===== src/rtl/gray_stream_decoder.sv =====
// Streaming Gray-to-binary decoder with a one-entry output register slice,
// step classification and a saturating step-error counter. Optional position
// accumulator when GRAY_POS_ACC_EN is defined.
module gray_stream_decoder #(
  parameter int WIDTH     = 4,
  parameter int ERR_CNT_W = 8,
  parameter int POS_W     = 16
) (
  input  logic                 clk,
  input  logic                 rst,
  input  logic                 in_valid,
  output logic                 in_ready,
  input  logic [WIDTH-1:0]     in_gray,
  output logic                 out_valid,
  input  logic                 out_ready,
  output logic [WIDTH-1:0]     out_bin,
  output logic [1:0]           out_cls,
  output logic                 out_first,
  input  logic                 err_clr,
  output logic [ERR_CNT_W-1:0] err_count
`ifdef GRAY_POS_ACC_EN
  ,
  output logic [POS_W-1:0]     pos
`endif
);

  typedef enum logic [1:0] {
    CLS_STAY = 2'b00,
    CLS_UP   = 2'b01,
    CLS_DOWN = 2'b10,
    CLS_ERR  = 2'b11
  } cls_t;

  if (WIDTH < 2 || ERR_CNT_W < 1 || POS_W < 1) begin : g_bad_param
    $error("gray_stream_decoder: illegal parameter value");
  end

  logic [WIDTH-1:0] prev_bin;
  logic             first_pending;
  logic [WIDTH-1:0] bin;
  logic [WIDTH-1:0] delta;
  cls_t             cls;
  logic             in_fire;
  logic             out_fire;
  logic             err_hit;

  assign in_ready = !out_valid || out_ready;
  assign in_fire  = in_valid && in_ready;
  assign out_fire = out_valid && out_ready;

  // Binary bit i is the XOR of all Gray bits at or above i.
  always_comb begin
    bin = '0;
    for (int i = 0; i < WIDTH; i++) begin
      bin[i] = ^(in_gray >> i);
    end
  end

  always_comb begin
    delta = bin - prev_bin;
    cls   = CLS_STAY;
    if (!first_pending) begin
      if (delta == '0)
        cls = CLS_STAY;
      else if (delta == WIDTH'(1))
        cls = CLS_UP;
      else if (delta == {WIDTH{1'b1}})
        cls = CLS_DOWN;
      else
        cls = CLS_ERR;
    end
  end

  assign err_hit = in_fire && (cls == CLS_ERR);

  always_ff @(posedge clk or posedge rst) begin
    if (rst) begin
      out_valid     <= 1'b0;
      out_bin       <= '0;
      out_cls       <= CLS_STAY;
      out_first     <= 1'b0;
      prev_bin      <= '0;
      first_pending <= 1'b1;
    end else if (in_fire) begin
      out_valid     <= 1'b1;
      out_bin       <= bin;
      out_cls       <= cls;
      out_first     <= first_pending;
      prev_bin      <= bin;
      first_pending <= 1'b0;
    end else if (out_fire) begin
      out_valid <= 1'b0;
    end
  end

  // A clear coinciding with an error keeps that error.
  always_ff @(posedge clk or posedge rst) begin
    if (rst)
      err_count <= '0;
    else if (err_clr)
      err_count <= err_hit ? ERR_CNT_W'(1) : '0;
    else if (err_hit && (err_count != {ERR_CNT_W{1'b1}}))
      err_count <= err_count + ERR_CNT_W'(1);
  end

`ifdef GRAY_POS_ACC_EN
  always_ff @(posedge clk or posedge rst) begin
    if (rst)
      pos <= '0;
    else if (in_fire && cls == CLS_UP)
      pos <= pos + POS_W'(1);
    else if (in_fire && cls == CLS_DOWN)
      pos <= pos - POS_W'(1);
  end
`endif

endmodule


===== config.mk =====
export PLATFORM = sky130hd
export DESIGN_NAME = gray_stream_decoder
export DESIGN_NICKNAME = d
export VERILOG_FILES = /design/src/rtl/gray_stream_decoder.sv
export SDC_FILE = /design/constraint.sdc
export NUM_CORES = 1
export LEC_CHECK = 0
export ABC_AREA = 1
export CAP_MARGIN = 40
export CORE_MARGIN = 4
export CORE_UTILIZATION = 50
export DETAILED_ROUTE_END_ITERATION = 8
export DONT_BUFFER_PORTS = 1
export GPL_ROUTABILITY_DRIVEN = 0
export PLACE_DENSITY = 0.64
export SYNTH_ARGS = -nofsm -noshare
export SYNTH_HDL_FRONTEND = slang
export SYNTH_SLANG_ARGS = --single-unit

===== constraint.sdc =====
create_clock -name clk -period 2.4 [get_ports clk]
set_clock_uncertainty 0.05 [all_clocks]
set_input_delay 0.6 -clock clk [delete_from_list [all_inputs] [get_ports clk]]
set_output_delay 0.6 -clock clk [all_outputs]
set_load 0.005 [all_outputs]

# After elaboration in Yosys (flattened, before gate mapping)
# Index checks and enable logic that the tools add are counted.
# word_totals
wordCells	34
register_bits	17
inputBits	9
output_inout_bits	17
# op_classes
n_addsub	2
n_eq_ne	4
n_reduce_logical	13
n_mux	9
# ops
cell	n
$mux 8	2
$reduce_xor 4->1	4
$add 8x1->8 const B	1
$ne 8x8->1 const B	1
$mux 2	3
$eq 4x1->1 const B	1
$eq 4x4->1 const B	1
$logic_and 1x1->1	4
$logic_not 4->1	1
$mux 1	4
$reduce_bool 2->1	2
$sub 4x4->4	1
$eq 2x2->1 const B	1
$logic_not 1->1	1
$logic_or 1x1->1	1

# Depth between registers and ports, before layout
# Gate-level depths: netlist of the first run.
# logic_depth
ltp_word	12
ltp_mapped	17
mapped_depth_nobuf	17

# Worst setup path before layout of the first run
# Ideal clock, no wire load.
# synth_path
path_kind	input port to flip-flop
start	input port in_gray[3]
end	register err_count[6]
setup_time_ns	0.117
path_buffers	0
t_arrival_ns	2.572
slack_ns	-0.339
cell_stages	17
required_time_ns	2.233
cell_sequence	or2_1 -> nand2_4 -> xnor2_4 -> xnor2_1 -> ha_1 -> inv_1 -> fa_1 -> nand2_1 -> clkinv_1 -> nor2_2 -> inv_1 -> nor2_2 -> nand2_4 -> nand4_4 -> nand2_4 -> nand2_1 -> nand2_1
# synth_between
elab_chain_len	11
word_cells_on_any_way	16
classes_between	add/sub: 1; eq/ne: 3; mux: 4; reduce/logical: 8
# synth_rtl
item	line_no	text
start, declared	13	input logic [WIDTH-1:0] in_gray,
$reduce_xor 4->1 (*)	55	bin[i] = ^(in_gray >> i);
named net bin[1]	40	logic [WIDTH-1:0] bin;
$sub 4x4->4 (*)	60	delta = bin - prev_bin;
$eq 4x4->1	67	else if (delta == {WIDTH{1'b1}})
$mux 1	67	
$mux 2	65	else if (delta == WIDTH'(1))
$mux 2 (*)	63	if (delta == '0)
$mux 2 (*)	62	if (!first_pending) begin
$eq 2x2->1 (*)	74	assign err_hit = in_fire && (cls == CLS_ERR);
$logic_and 1x1->1 (*)	74	
$logic_and 1x1->1 (*)	102	else if (err_hit && (err_count != {ERR_CNT_W{1'b1}}))
$reduce_bool 2->1 (no line) (*)	n/a	
end signal, assigned	101	err_count <= err_hit ? ERR_CNT_W'(1) : '0;
end signal, assigned	103	err_count <= err_count + ERR_CNT_W'(1);
end, declared	20	output logic [ERR_CNT_W-1:0] err_count
# Mark *: on every way through the listed nets, which the timed path passes. The rest lies on a longest branch.
# A chain may end at the register's enable or synchronous reset.

# Worst setup path in the final report of the first run
# layout_path
start	input port in_gray[3]
end	register err_count[2]
# The elaborated chain is that of the path after synthesis.

==> results of run 1 <==
## logic make-up (layout without fill, tap and decap cells)
kind of cell	Yosys count	after routing	synth area share
DFF	17	17	0.3853
and+or+nand+nor	81	82	0.3842
buffers and inverters	20	30	0.06779
xor gates and xnor gates	6	6	0.06442
AOI/OAI and AO/OA	7	7	0.03502
adders and majority gates	5	5	0.06328
## what timing repair did
action	CTS	global route
resized for setup	4	5
endpoints found under the hold margin	0	0
setup endpoints to repair	8	10
buffers inserted	1	4
pin swaps	2	3
cloned	1	0
## report_power, final
group / leakage, nW / internal [mW] / switching (mW) / total [mW]
sequential: 0.215 / 0.321 / 0.0402 / 0.362
clock: 0.0177 / 0.0621 / 0.0972 / 0.159
combinational: 0.403 / 0.143 / 0.198 / 0.341
## path summary, 6_finish.rpt
path,from,cells past startpoint,end,slack [ns]
max in group asynchronous,rst,1,prev_bin[2]$_DFFE_PP0P_,1.69
hold reg to reg,first_pending$_DFFE_PP1P_,2,first_pending$_DFFE_PP1P_,0.45
setup / recovery,in_gray[3],16,err_count[2]$_DFFE_PP0P_,-0.1
min in group clk,err_clr,3,err_count[4]$_DFFE_PP0P_,0.39
setup reg to reg,prev_bin[0]$_DFFE_PP0P_,12,err_count[2]$_DFFE_PP0P_,0.38
hold / removal,rst,1,err_count[3]$_DFFE_PP0P_,0.21
## cell usage in the layout, fill, tap and decap left out, drive strengths merged, types with 2 or more instances in the layout
master  synthesis  layout
nand2          40      40
inv            16      17
dfrtp          16      16
nand3          15      15
nor2           15      15
buf             0       9
o21ai           6       6
nand4           4       5
ha              4       4
xnor2           4       4
clkbuf          3       3
nor3            3       3
xor2            2       2
or2             2       2
## metrics by stage
| step | std cells | instance area (um2) | setup WS (ns) | utilization |
|---|---|---|---|---|
| 6_report | 174 | 1291 | -0.09907 | 0.6324 |
| 5_1_grt | 174 | 1291 | -0.2137 | 0.6324 |
| 4_1_cts | 170 | 1241 | -0.04790 | 0.6078 |
| 3_5_place_dp | 164 | 1186 | -0.3785 | 0.5809 |
| 3_3_place_gp | 164 | 1186 | -0.3477 | 0.5809 |
| 2_1_floorplan | 136 | 1134 | -0.2708 | - |
## layer usage
layer / wire, um / share of wire
met1: 1037 / 0.45
met3: 167 / 0.072
met5: 0 / 0
met4: 46 / 0.020
met2: 1063 / 0.46
## area by class of cell
| cell class | count | area share |
|---|---|---|
| repair buffers | 9 | 0.05233 |
| multi-input cells | 100 | 0.5184 |
| clock inverters | 1 | 0.003876 |
| well taps | 27 | 0.02616 |
| inverters | 17 | 0.05136 |
| flip-flops and latches | 17 | 0.3304 |
| clock buffers | 3 | 0.01744 |
## registers in the layout, indices dropped and copies added (netlist names)
register       count
prev_bin           4
err_count          8
out_cls            2
out_first          1
out_valid          1
first_pending      1
==> impl_metrics.json, run 1 <==
{
  "wl_per_cell_um": 13.30,
  "die_height_um": 55.06,
  "grtUsageTotal": 0.1751,
  "synth.top_cell.area_share": 0.3616,
  "cp.buffers_inverters": 3,
  "grt_pass1_wl_um": 3636,
  "dieArea_mm2": 0.003032,
  "synthDistinctLibCells": 30,
  "drtIter0Drc": 20,
  "finalPower_mw": 0.8619,
  "worstMarginPinSlew_ns": 0.6346,
  "clockBufferDepth": 2,
  "relSlewSlack": 0.5765,
  "path_delay_family": "simple AND/OR/NAND/NOR gates",
  "cts_buffers": 3,
  "seq_area_frac_synth": 0.3853,
  "cts-root-buf": "clkbuf_4",
  "hp-class": "in2async",
  "crit_path_end_kind": "flop",
  "synth_commonest_cells": "nand2_1, dfrtp_1, inv_1",
  "grt_max_degree": 18,
  "yosys.cell_count.top_type": "nand2_1",
  "die_w_um": 55.06,
  "remaining_drc_errors": 0,
  "cts.sinks": 17,
  "overflow": 0,
  "drive_above_1_share": 0.3129,
  "synth.cell_area_mm2": 0.001107,
  "synth_edf_count": 0,
  "synth_top_area_cell": "dfrtp_1",
  "timing.hold.ws_ns": 0.2068,
  "synth-seq-cells": 17,
  "period_needed_ns": 2.499,
  "violations": "setup timing",
  "path_class": "in2reg",
  "tritoncts": "built",
  "drt_wl_total_um": 2315,
  "critPathMaxFanout": 5,
  "vias": 894,
  "setup_tns_ns": -0.4408,
  "row_count": 16,
  "synthCells": 136,
  "via_per_inst": 5.138,
  "syn_area_per_cell_um2": 8.142,
  "cp_data_required_time_ns": 2.55,
  "use_met1": 0.2112,
  "nets": 162,
  "initial_utilization": 0.5423,
  "dp_hpwl_um": 1732,
  "dr.pass1.iters": 4,
  "crit_path_top_delay_cell": "fa_2",
  "crit_chain": "or2_4 -> nand2_4 -> xnor2_4 -> xnor2_2 -> ha_2 -> inv_2 -> fa_2 -> nand2_2 -> inv_4 -> nor2_4 -> nor2_2 -> nand3_2 -> nand4_4 -> buf_4 -> nand3_1 -> nand2_1",
  "clkSlewWorstSetupHoldPaths_ns": 0.10,
  "hold_buffers": 0,
  "power_leakage_nw": 0.6359,
  "synth_fp_nets": 150,
  "final.fill_count": 182,
  "yosys_warnings": 0,
  "cp.arrival_ns": 2.65,
  "use_met2": 0.2697,
  "period_share": 1.041,
  "antenna_found_initial": 0,
  "core_mm2": 0.002042,
  "first_global_vias": 873,
  "multi_input_area_um2": 669.4,
  "rsz0062_at_grt": "yes",
  "regArea_um2": 426.7,
  "worstSkewPairLatency_ns": 0.30,
  "status": "finished with violations",
  "p_per_area_mw_per_mm2": 667.5,
  "io_buffer_count": 0,
  "irDropWorstVdd_mv": 0.3344,
  "synth_area_leaders": "dfrtp_1, nand2_1, nand3_1",
  "htreeDepth": 1,
  "grt_use_met3": 0.05094,
  "finalSetupViolations": 8,
  "ant_nets": 0,
  "setup_slack_ns": -0.09907,
  "max_cap_viol_count": 0,
  "grt-busiest-layer": "met2",
  "ios": 26,
  "fmax_ghz": 0.4001,
  "diodes": 0,
  "hold_viol_final": 0,
  "synth_flop_cell": "dfrtp_1",
  "critical-path-max-stage-delay_ns": 0.37,
  "crit_path_start_kind": "input pin",
  "slew_viol_final": 0,
  "async_reset_ff_frac": 1.000,
  "area_growth_pct": 16.61
}
(Power assumes the default switching activity.)
==> inputs of run 2 (changes only) <==
--- a/config.mk
+++ b/config.mk
@@ -9,6 +9,7 @@
 export CAP_MARGIN = 40
 export CORE_MARGIN = 4
 export CORE_UTILIZATION = 50
+export CTS_CLUSTER_SIZE = 40
 export DETAILED_ROUTE_END_ITERATION = 8
 export DONT_BUFFER_PORTS = 1
 export GPL_ROUTABILITY_DRIVEN = 0
==> results of run 2 <==
The final DEF is identical to that of run 1; final timing and power are the same.
